### src/rtl/lcd_time_writer_pkg.sv
// Shared recorder package: FSM state encoding, ASCII constants and the
// column layout of the "R mm:ss  P mm:ss" status line.
package lcd_time_writer_pkg;

  typedef enum logic [1:0] {
    IDLE = 2'd0,
    SEND = 2'd1,
    DONE = 2'd2
  } lcd_state_e;

  localparam logic [7:0] ASCII_SPACE = 8'h20;
  localparam logic [7:0] ASCII_COLON = 8'h3A;
  localparam logic [7:0] ASCII_QMARK = 8'h3F;
  localparam logic [7:0] ASCII_R     = 8'h52;
  localparam logic [7:0] ASCII_P     = 8'h50;
  localparam logic [7:0] ASCII_ZERO  = 8'h30;

  localparam logic [3:0] COL_REC_TAG    = 4'd0;
  localparam logic [3:0] COL_REC_MIN1   = 4'd2;
  localparam logic [3:0] COL_REC_MIN0   = 4'd3;
  localparam logic [3:0] COL_REC_COLON  = 4'd4;
  localparam logic [3:0] COL_REC_SEC1   = 4'd5;
  localparam logic [3:0] COL_REC_SEC0   = 4'd6;
  localparam logic [3:0] COL_PLAY_TAG   = 4'd9;
  localparam logic [3:0] COL_PLAY_MIN1  = 4'd11;
  localparam logic [3:0] COL_PLAY_MIN0  = 4'd12;
  localparam logic [3:0] COL_PLAY_COLON = 4'd13;
  localparam logic [3:0] COL_PLAY_SEC1  = 4'd14;
  localparam logic [3:0] COL_PLAY_SEC0  = 4'd15;
  localparam logic [3:0] COL_LAST       = 4'd15;

endpackage

### src/rtl/lcd_time_writer_digit_char.sv
// BCD nibble to ASCII: 0-9 become '0'-'9', anything else becomes '?'.
module lcd_digit_char
  import lcd_time_writer_pkg::*;
(
  input  logic [3:0] digit_i,
  output logic [7:0] char_o
);

  // Decimal digits map onto the ASCII digit range; invalid BCD is flagged visibly.
  always_comb begin
    char_o = ASCII_QMARK;
    if (digit_i <= 4'd9) begin
      char_o = ASCII_ZERO + {4'd0, digit_i};
    end else begin
      char_o = ASCII_QMARK;
    end
  end

endmodule

### src/rtl/lcd_time_writer.sv
// Streams the record/play times as one 16-column LCD line from a snapshot.
// Optional colon blinking is enabled by defining LCD_COLON_BLINK_EN.
module lcd_time_writer
  import lcd_time_writer_pkg::*;
#(
  parameter int REFRESH_CYCLES = 5000000,
  parameter int BLINK_CYCLES   = 25000000
) (
  input  logic        i_clk,
  input  logic        i_rst,
  input  logic [15:0] i_record_time,
  input  logic [15:0] i_play_time,
  output logic        o_char_valid,
  output logic [3:0]  o_char_addr,
  output logic [7:0]  o_char_data,
  input  logic        i_char_ready,
  output logic        o_busy,
  output logic        o_frame_done
);

  localparam int REF_W = (REFRESH_CYCLES > 1) ? $clog2(REFRESH_CYCLES) : 1;
  localparam logic [REF_W-1:0] REF_MAX = REF_W'(REFRESH_CYCLES - 1);

  lcd_state_e       state_q;
  logic [15:0]      snap_rec_q;
  logic [15:0]      snap_play_q;
  logic [REF_W-1:0] refresh_q;
  logic             first_q;
  logic             valid_q;
  logic             busy_q;
  logic             done_q;
  logic [3:0]       addr_q;
  logic [7:0]       data_q;

  logic [3:0]  addr_d;
  logic [7:0]  char_d;
  logic [7:0]  colon_chr;
  logic        trigger_d;
  logic        start_d;
  logic        expired_d;
  logic        changed_d;
  logic [31:0] snap_all;
  logic [7:0]  digit_chr [8];

  assign snap_all  = {snap_rec_q, snap_play_q};
  assign changed_d = (i_record_time != snap_rec_q) || (i_play_time != snap_play_q);
  assign expired_d = (refresh_q == REF_MAX);
  assign start_d   = (state_q == IDLE) && trigger_d;
  assign addr_d    = addr_q + 4'd1;

  // Digit k converts snapshot nibble k; k=7 is record min_1, k=0 is play sec_0.
  for (genvar k = 0; k < 8; k++) begin : g_digit
    lcd_digit_char u_digit (
      .digit_i (snap_all[4*k +: 4]),
      .char_o  (digit_chr[k])
    );
  end

`ifdef LCD_COLON_BLINK_EN
  localparam int BL_W = (BLINK_CYCLES > 1) ? $clog2(BLINK_CYCLES) : 1;
  localparam logic [BL_W-1:0] BL_MAX = BL_W'(BLINK_CYCLES - 1);

  logic [BL_W-1:0] blink_q;
  logic            phase_q;
  logic            blink_pend_q;
  logic            snap_phase_q;

  // Half-period timer; each toggle leaves a pending request for a rewrite.
  always_ff @(posedge i_clk) begin
    if (i_rst) begin
      blink_q      <= '0;
      phase_q      <= 1'b0;
      blink_pend_q <= 1'b0;
      snap_phase_q <= 1'b0;
    end else begin
      if (start_d) snap_phase_q <= phase_q;
      if (blink_q == BL_MAX) begin
        blink_q      <= '0;
        phase_q      <= ~phase_q;
        blink_pend_q <= 1'b1;
      end else begin
        blink_q <= blink_q + 1'b1;
        if (start_d) blink_pend_q <= 1'b0;
      end
    end
  end

  assign colon_chr = snap_phase_q ? ASCII_SPACE : ASCII_COLON;
  assign trigger_d = first_q || changed_d || expired_d || blink_pend_q;
`else
  assign colon_chr = ASCII_COLON;
  assign trigger_d = first_q || changed_d || expired_d;
`endif

  // Character for the column after the current one, taken from the snapshot.
  always_comb begin
    char_d = ASCII_SPACE;
    case (addr_d)
      COL_REC_TAG:                   char_d = ASCII_R;
      COL_REC_MIN1:                  char_d = digit_chr[7];
      COL_REC_MIN0:                  char_d = digit_chr[6];
      COL_REC_COLON, COL_PLAY_COLON: char_d = colon_chr;
      COL_REC_SEC1:                  char_d = digit_chr[5];
      COL_REC_SEC0:                  char_d = digit_chr[4];
      COL_PLAY_TAG:                  char_d = ASCII_P;
      COL_PLAY_MIN1:                 char_d = digit_chr[3];
      COL_PLAY_MIN0:                 char_d = digit_chr[2];
      COL_PLAY_SEC1:                 char_d = digit_chr[1];
      COL_PLAY_SEC0:                 char_d = digit_chr[0];
      default:                       char_d = ASCII_SPACE;
    endcase
  end

  // Frame sequencer; all outputs are registered here.
  always_ff @(posedge i_clk) begin
    if (i_rst) begin
      state_q     <= IDLE;
      snap_rec_q  <= '0;
      snap_play_q <= '0;
      refresh_q   <= '0;
      first_q     <= 1'b1;
      valid_q     <= 1'b0;
      busy_q      <= 1'b0;
      done_q      <= 1'b0;
      addr_q      <= '0;
      data_q      <= ASCII_SPACE;
    end else begin
      if (start_d) begin
        refresh_q <= '0;
      end else if (!expired_d) begin
        refresh_q <= refresh_q + 1'b1;
      end
      case (state_q)
        IDLE: begin
          done_q <= 1'b0;
          if (trigger_d) begin
            snap_rec_q  <= i_record_time;
            snap_play_q <= i_play_time;
            first_q     <= 1'b0;
            state_q     <= SEND;
            valid_q     <= 1'b1;
            busy_q      <= 1'b1;
            addr_q      <= COL_REC_TAG;
            data_q      <= ASCII_R;
          end
        end
        SEND: begin
          if (valid_q && i_char_ready) begin
            if (addr_q == COL_LAST) begin
              state_q <= DONE;
              valid_q <= 1'b0;
              done_q  <= 1'b1;
            end else begin
              addr_q <= addr_d;
              data_q <= char_d;
            end
          end
        end
        DONE: begin
          state_q <= IDLE;
          done_q  <= 1'b0;
          busy_q  <= 1'b0;
        end
        default: begin
          state_q <= IDLE;
          valid_q <= 1'b0;
          busy_q  <= 1'b0;
          done_q  <= 1'b0;
        end
      endcase
    end
  end

  assign o_char_valid = valid_q;
  assign o_char_addr  = addr_q;
  assign o_char_data  = data_q;
  assign o_busy       = busy_q;
  assign o_frame_done = done_q;

endmodule

### config.mk
export PLATFORM = sky130hd
export DESIGN_NAME = lcd_time_writer
export DESIGN_NICKNAME = d
export VERILOG_FILES = /design/src/rtl/lcd_time_writer_pkg.sv /design/src/rtl/lcd_time_writer_digit_char.sv /design/src/rtl/lcd_time_writer.sv
export SDC_FILE = /design/constraint.sdc
export NUM_CORES = 1
export LEC_CHECK = 0
export BUFFER_PORTS_ARGS = -buffer_cell sky130_fd_sc_hd__buf_2
export CORE_ASPECT_RATIO = 2
export CORE_MARGIN = 8
export CORE_UTILIZATION = 55
export DETAILED_ROUTE_END_ITERATION = 16
export PLACE_DENSITY = 0.76
export SLEW_MARGIN = 0
export SYNTH_ARGS = -nofsm -noshare
export SYNTH_HDL_FRONTEND = slang
export SYNTH_SLANG_ARGS = --single-unit
export TNS_END_PERCENT = 30
### constraint.sdc
create_clock -name i_clk -period 2.96 [get_ports i_clk]
set_input_delay 0.148 -clock i_clk [delete_from_list [all_inputs] [get_ports i_clk]]
set_output_delay 0.148 -clock i_clk [all_outputs]
set_load 0.01 [all_outputs]
### Word level (Yosys, flattened, before mapping)

Cells that the tools add are included.

| word-level totals | value |
|---|---|
| register bits after elaboration | 73 |
| output and inout bits | 15 |
| input port bits | 35 |
| logic and storage cells | 94 |

| operators by class | value |
|---|---|
| bitwise gates (word level) | 2 |
| mux-type cells | 26 |
| add/subtract/negate cells | 10 |
| equality and inequality tests | 21 |
| reductions and logical operators | 17 |
| order comparisons | 8 |

Operators by type and width:

| operator | count |
|---|---|
| two-way mux 8 bit | 11 |
| case mux 8 bit (11 select lines) | 1 |
| adder 6 x 4 -> 7 bit, first input constant | 8 |
| <= comparator 4 bit, second input constant | 8 |
| inequality test 16 bit | 2 |
| == test 4 bit, second input constant | 7 |
| adder 23 x 1 -> 23 bit, second input constant | 1 |
| == test 23 bit, second input constant | 1 |
| case mux 8 bit (2 select lines) | 1 |
| == test 4 x 3 -> 1 bit, second input constant | 3 |
| two-way mux 4 bit | 3 |
| == test 4 x 2 -> 1 bit, second input constant | 2 |
| inequality test 2 bit, second input constant | 4 |
| case mux 4 bit (2 select lines) | 1 |
| AND reduction 4 bit | 2 |
| two-way mux 2 bit | 3 |
| AND reduction 2 bit | 3 |
| OR reduction 2 bit | 3 |
| adder 4 x 1 -> 4 bit, second input constant | 1 |
| logical NOT 4 bit | 1 |
| case mux 2 bit (2 select lines) | 1 |
| logical OR 1 bit | 3 |
| two-way mux 1 bit | 3 |
| case mux 1 bit (3 select lines) | 1 |
| other kinds (8) | 10 |

### Logic depth before layout (Yosys ltp)

| logic depth | value |
|---|---|
| depth after elaboration | 7 |
| depth in mapped cells | 9 |
| mapped depth without buffers | 8 |

### Modules after synthesis

From an unflattened synthesis, not the netlist that was laid out.

| unflattened totals | value |
|---|---|
| cell total of the unflattened synthesis | 566 |
| area, all modules | 4689.5 sq um |

Modules (own cells, without submodules):

| module | instances | cells each | area an instance (sq um) |
|---|---|---|---|
| lcd_time_writer | 1 | 478 | 4149.0 |
| lcd_digit_char | 8 | 11 | 67.6 |

### Least setup slack after synthesis

No wires, ideal clock.

| path | value |
|---|---|
| kind | reg-to-reg |
| start point | reg refresh_q[10] |
| end point | reg data_q[1] (netlist: o_char_data[1]) |
| stages on the path, launching flop included | 8 |
| data arrival time | 2.007 ns |
| path buffers | 1 |
| slack | 0.831 ns |
| data required time | 2.838 ns |
| period minus slack after synthesis | 2.129 ns |
| cell sequence | dfxtp_1 -> or4_4 -> nor3_2 -> nand2_2 -> and4_4 -> buf_6 -> o21a_4 -> o311a_1 |

| between the ends | value |
|---|---|
| longest elaborated chain between the ends | 4 |

Ends and longest elaborated chain:

| item | line | text |
|---|---|---|
| from (decl) | lcd_time_writer.sv:27 | `logic [REF_W-1:0] refresh_q;` |
| from (signal assigned) | lcd_time_writer.sv:131 | `refresh_q <= refresh_q + 1'b1;` |
| == test 23 bit | lcd_time_writer.sv:47 | `assign expired_d = (refresh_q == REF_MAX);` |
| logical OR 1 bit | lcd_time_writer.sv:92 | `assign trigger_d = first_q \|\| changed_d \|\| expired_d;` |
| inequality test 2 bit (no source line) | - |  |
| AND reduction 4 bit (no source line) | - |  |
| to (signal assigned) | lcd_time_writer.sv:155 | `data_q <= char_d;` |
| to (decl) | lcd_time_writer.sv:33 | `logic [7:0] data_q;` |

No other way between the ends.
A chain may end at the register's enable or synchronous reset.

### Worst setup path in the final report

| path | value |
|---|---|
| start point | reg addr_q[0] (netlist: o_char_addr[0]) |
| end point | reg data_q[1] (netlist: o_char_data[1]) |

| between the ends | value |
|---|---|
| longest elaborated chain between the ends | 7 |

Ends and longest elaborated chain:

| item | line | text |
|---|---|---|
| from (decl) | lcd_time_writer.sv:32 | `logic [3:0] addr_q;` |
| from (signal assigned) | lcd_time_writer.sv:154 | `addr_q <= addr_d;` |
| adder 4 x 1 -> 4 bit | lcd_time_writer.sv:49 | `assign addr_d = addr_q + 4'd1;` |
| == test 4 x 3 -> 1 bit / == test 4 bit (equally long branches) | lcd_time_writer.sv:98 | `case (addr_d)` |
| OR reduction 2 bit | lcd_time_writer.sv:98 |  |
| case mux 8 bit (11 select lines) | lcd_time_writer.sv:98 |  |
| two-way mux 8 bit | lcd_time_writer.sv:149 | `if (addr_q == COL_LAST) begin` |
| two-way mux 8 bit | lcd_time_writer.sv:148 | `if (valid_q && i_char_ready) begin` |
| case mux 8 bit (2 select lines) | lcd_time_writer.sv:133 | `case (state_q)` |

Several ways; a longest one is shown, not always the timed one. The select of a mux whose other input is x is not followed.

==> results.json <==
{
  "post_synth_num_cell_types": 60,
  "drive_above_1_share_pct": 15.86,
  "startpoint": "o_char_addr[0]",
  "syn_inst": 465,
  "critPathMaxFanout": 14,
  "place_area_um2": 4274,
  "ctsResizeCount": 0,
  "antenna_cells": 0,
  "postSynth.asyncResetShare_pct": 0,
  "dp_hpwl_um": 8993,
  "initial_core_util_pct": 56.77,
  "routedWlPerCell_um": 18.96,
  "fin_skew_ps": 4.594,
  "synth_nets": 505,
  "port_buffers": 48,
  "min_from": "i_record_time[15]",
  "setup_violations": 0,
  "clk_path_buf_depth": 2,
  "r2r_slack_ps": 430,
  "grtUsageTotal_pct": 23.77,
  "cts_hold_buf": 0,
  "synth-simple-area-share_pct": 21.31,
  "synth_edf_count": 0,
  "grt_pass1_vias": 3706,
  "die_h_um": 135.7,
  "grt_pass1_wl_um": 18200,
  "worstRegToRegCells": 7,
  "tns_ps": 0,
  "synth_compound_area_share_pct": 15.81,
  "utilization_pct": 65.28,
  "synth-adder-area-share_pct": 1.588,
  "rows": 43,
  "fin_area_um2": 4531,
  "finalCritPeriodShare_pct": 85.38,
  "syn_avg_cell_area_um2": 8.473,
  "max_freq_ghz": 0.3957,
  "worst-path-buf-inv": 1,
  "synth.cell_area_um2": 3940,
  "power.share.clock_pct": 41.6,
  "p_int_mw": 1.695,
  "area.sequential_um2": 1441,
  "core-area_um2": 6940,
  "p_comb_share_pct": 11.9,
  "antenna_found_initial": 0,
  "relSlewSlack_pct": 47.41,
  "ys_ff_latch": 72,
  "path_clk_slew_ps": 50,
  "multiInputGateArea_um2": 2360,
  "seqPwrFrac_pct": 46.6,
  "crit_path_cell_trace": "ha_1 -> xor2_1 -> buf_4 -> a211oi_1 -> a2111oi_0 -> or3_1 -> o311a_1",
  "worst_pin_slew_ps": 783.2,
  "start_kind": "flop",
  "peakVddDrop_mv": 0.4123,
  "r2r-end": "o_char_data[1]",
  "outcome": "finished clean",
  "switchingPower_mw": 0.5960,
  "crit_slowest_cell": "ha_1",
  "vias": 3579,
  "hold_end": "snap_rec_q[15]",
  "clkLatencyLatePin_ps": 330,
  "drt_iter0_drc": 253,
  "cts_buffers": 9,
  "drc": 0,
  "ant_nets": 0,
  "leakage_nw": 1.809,
  "die_w_um": 75.85,
  "area_growth_pct": 14.99,
  "grt_overflow": 0,
  "min_period_ps": 2527,
  "grt_max_degree": 43,
  "postCtsSetupBuffers": 0,
  "yosysSeqAreaShare_pct": 36.58,
  "finalNetCount": 553,
  "cts_tree": "done",
  "muxShareOfSynthArea_pct": 8.161,
  "ys_warn_count": 0,
  "critical-path-top-delay-family": "compound AO/OA/AOI/OAI gates",
  "dieArea_um2": 10290,
  "htreeDepth": 3,
  "synth_xor_area_share_pct": 12.89,
  "num_io_pins": 50,
  "rsz0062_at_grt": "false",
  "routed_wl_um": 11510,
  "p_sw_share_pct": 26.01,
  "viasPerCell": 5.896,
  "worstPathRequired_ps": 3180,
  "cp.arrival_ps": 2740,
  "final_hold_viol_count": 0,
  "synth-main-ff-cell": "dfxtp_1",
  "cp_slowest_stage_delay_ps": 470,
  "synth_top_family_by_area": "simple AND/OR/NAND/NOR gates",
  "hold_slack_ps": 73.71,
  "place_congestion": 0.9787,
  "min_path_cells": 3,
  "cts-root-buf": "clkbuf_16",
  "first_pass_iters": 4,
  "cap_viol_max_count": 0,
  "endpoint_kind": "flop",
  "worstSetupPathType": "reg -> reg",
  "power_density_nw_per_um2": 505.7,
  "fill_cells": 617,
  "cts_sinks": 72,
  "min_path_type": "in -> reg",
  "slew_violations": 0,
  "regToRegStartpoint": "o_char_addr[0]"
}
worst register-to-register path, delay by kind of cell (launching register included):
family	cells	cell delay, ps
simple gates	1	390
xor+xnor	1	260
buf+inv	1	230
compound gates	3	620
flops	1	450
fa+ha+maj	1	470
power groups by stage:
stage               Clock, mW  Sequential [mW]  Combinational [mW]
floorplan                   0             1.08               0.175
global placement            0             1.08               0.267
detailed placement          0             1.09               0.271
CTS                     0.968             1.07               0.272
global route             1.00             1.07               0.295
finish                  0.952             1.07               0.272
registers in the layout, indices dropped and copies added, names as in the netlist:
signal,count
refresh_q,23
o_char_valid,1
snap_play_q,16
first_q,1
snap_rec_q,16
o_char_data,7
o_char_addr,4
state_q,2
o_busy,1
o_frame_done,1
layout make-up:
cell class / instances / share of cell area [%]
tap: 90 / 2.485
clock inverter: 3 / 0.4419
sequential: 72 / 31.81
inverter: 10 / 0.8285
clock buffer: 12 / 5.220
timing repair buffer: 59 / 7.125
multi-input combinational: 361 / 52.08
cell usage after synthesis (all sizes together) (2+ instances only):
master	number	area (um2)
nor4	6	52.55
xor2	28	245.2
clkbuf	12	45.04
o21a	9	75.07
a31oi	3	18.77
and3	9	56.30
or3	2	12.51
o211ai	4	30.03
a211o	2	17.52
nand2	36	137.6
o22ai	3	18.77
xnor2	30	262.8
o21ai	15	75.07
nor2b	4	25.02
inv	10	37.54
ha	5	62.56
nor2	72	270.3
a211oi	6	45.04
nand4	10	62.56
and4	4	37.54
mux2i	31	310.3
nor3	10	55.05
or4b	2	23.77
dfxtp	72	1441
nand3	8	40.04
a32o	5	50.05
buf	10	57.55
o2111ai	3	26.28
a22o	2	17.52
nand2b	3	18.77
a21oi	30	150.1
placed cells by master (no fill, tap or decap), types with 2 or more instances in the layout:
master,count
and3_1,9
clkinvlp_4,2
nor2_1,72
o2111ai_1,3
a211oi_1,6
and4_1,3
nand2b_1,3
xnor2_1,30
nor3_1,9
a31oi_1,3
nand3_1,8
nor2b_1,4
buf_4,11
o211ai_1,4
a32o_1,5
a211o_1,2
clkbuf_16,9
or3_1,2
o22ai_1,3
buf_2,48
a22o_1,2
ha_1,5
dfxtp_1,72
nand4_1,10
mux2i_1,31
o21a_1,8
inv_1,10
nand2_1,35
nor4_1,5
a21oi_1,30
xor2_1,28
clkbuf_1,3
o21ai_0,14
stage by stage:
stage / instances / power (mW) / setup WS (ps)
global placement: 592 / 1.352 / 541.3
finish: 607 / 2.291 / 432.7
CTS: 607 / 2.306 / 453.5
detailed placement: 592 / 1.357 / 474.7
global route: 607 / 2.369 / 213.4
floorplan: 465 / 1.251 / 831.3
metal layers:
metal  vias to the layer above  GRT usage (%)  routed length, um  share of wire, %
met5                         -              0                  0                 0
met4                         0          17.89                760               6.6
met3                        48          5.119                501               4.4
met2                       108          44.08               6488                56
met1                      1689          20.48               3761                33
li1                       1734              -                  -                 -
cell families after synthesis:
family	after synthesis
AO/OA/AOI/OAI	93
buffers and inverters	32
flip-flops	72
AND/OR/NAND/NOR	172
multiplexers	32
adder cells (fa/ha/maj)	5
XOR/XNOR	58
other	1
worst max path at each step:
stage / cells after the start / slack, ps / endpoint
2_1_floorplan: 7 / 830 / o_char_data[1]
6_report: 7 / 430 / o_char_data[1]
4_1_cts: 7 / 450 / o_char_data[1]
3_3_place_gp: 7 / 540 / o_char_data[1]
5_1_grt: 7 / 210 / o_char_data[1]
3_5_place_dp: 7 / 470 / o_char_data[1]
Power figures use the tool's default switching activity.
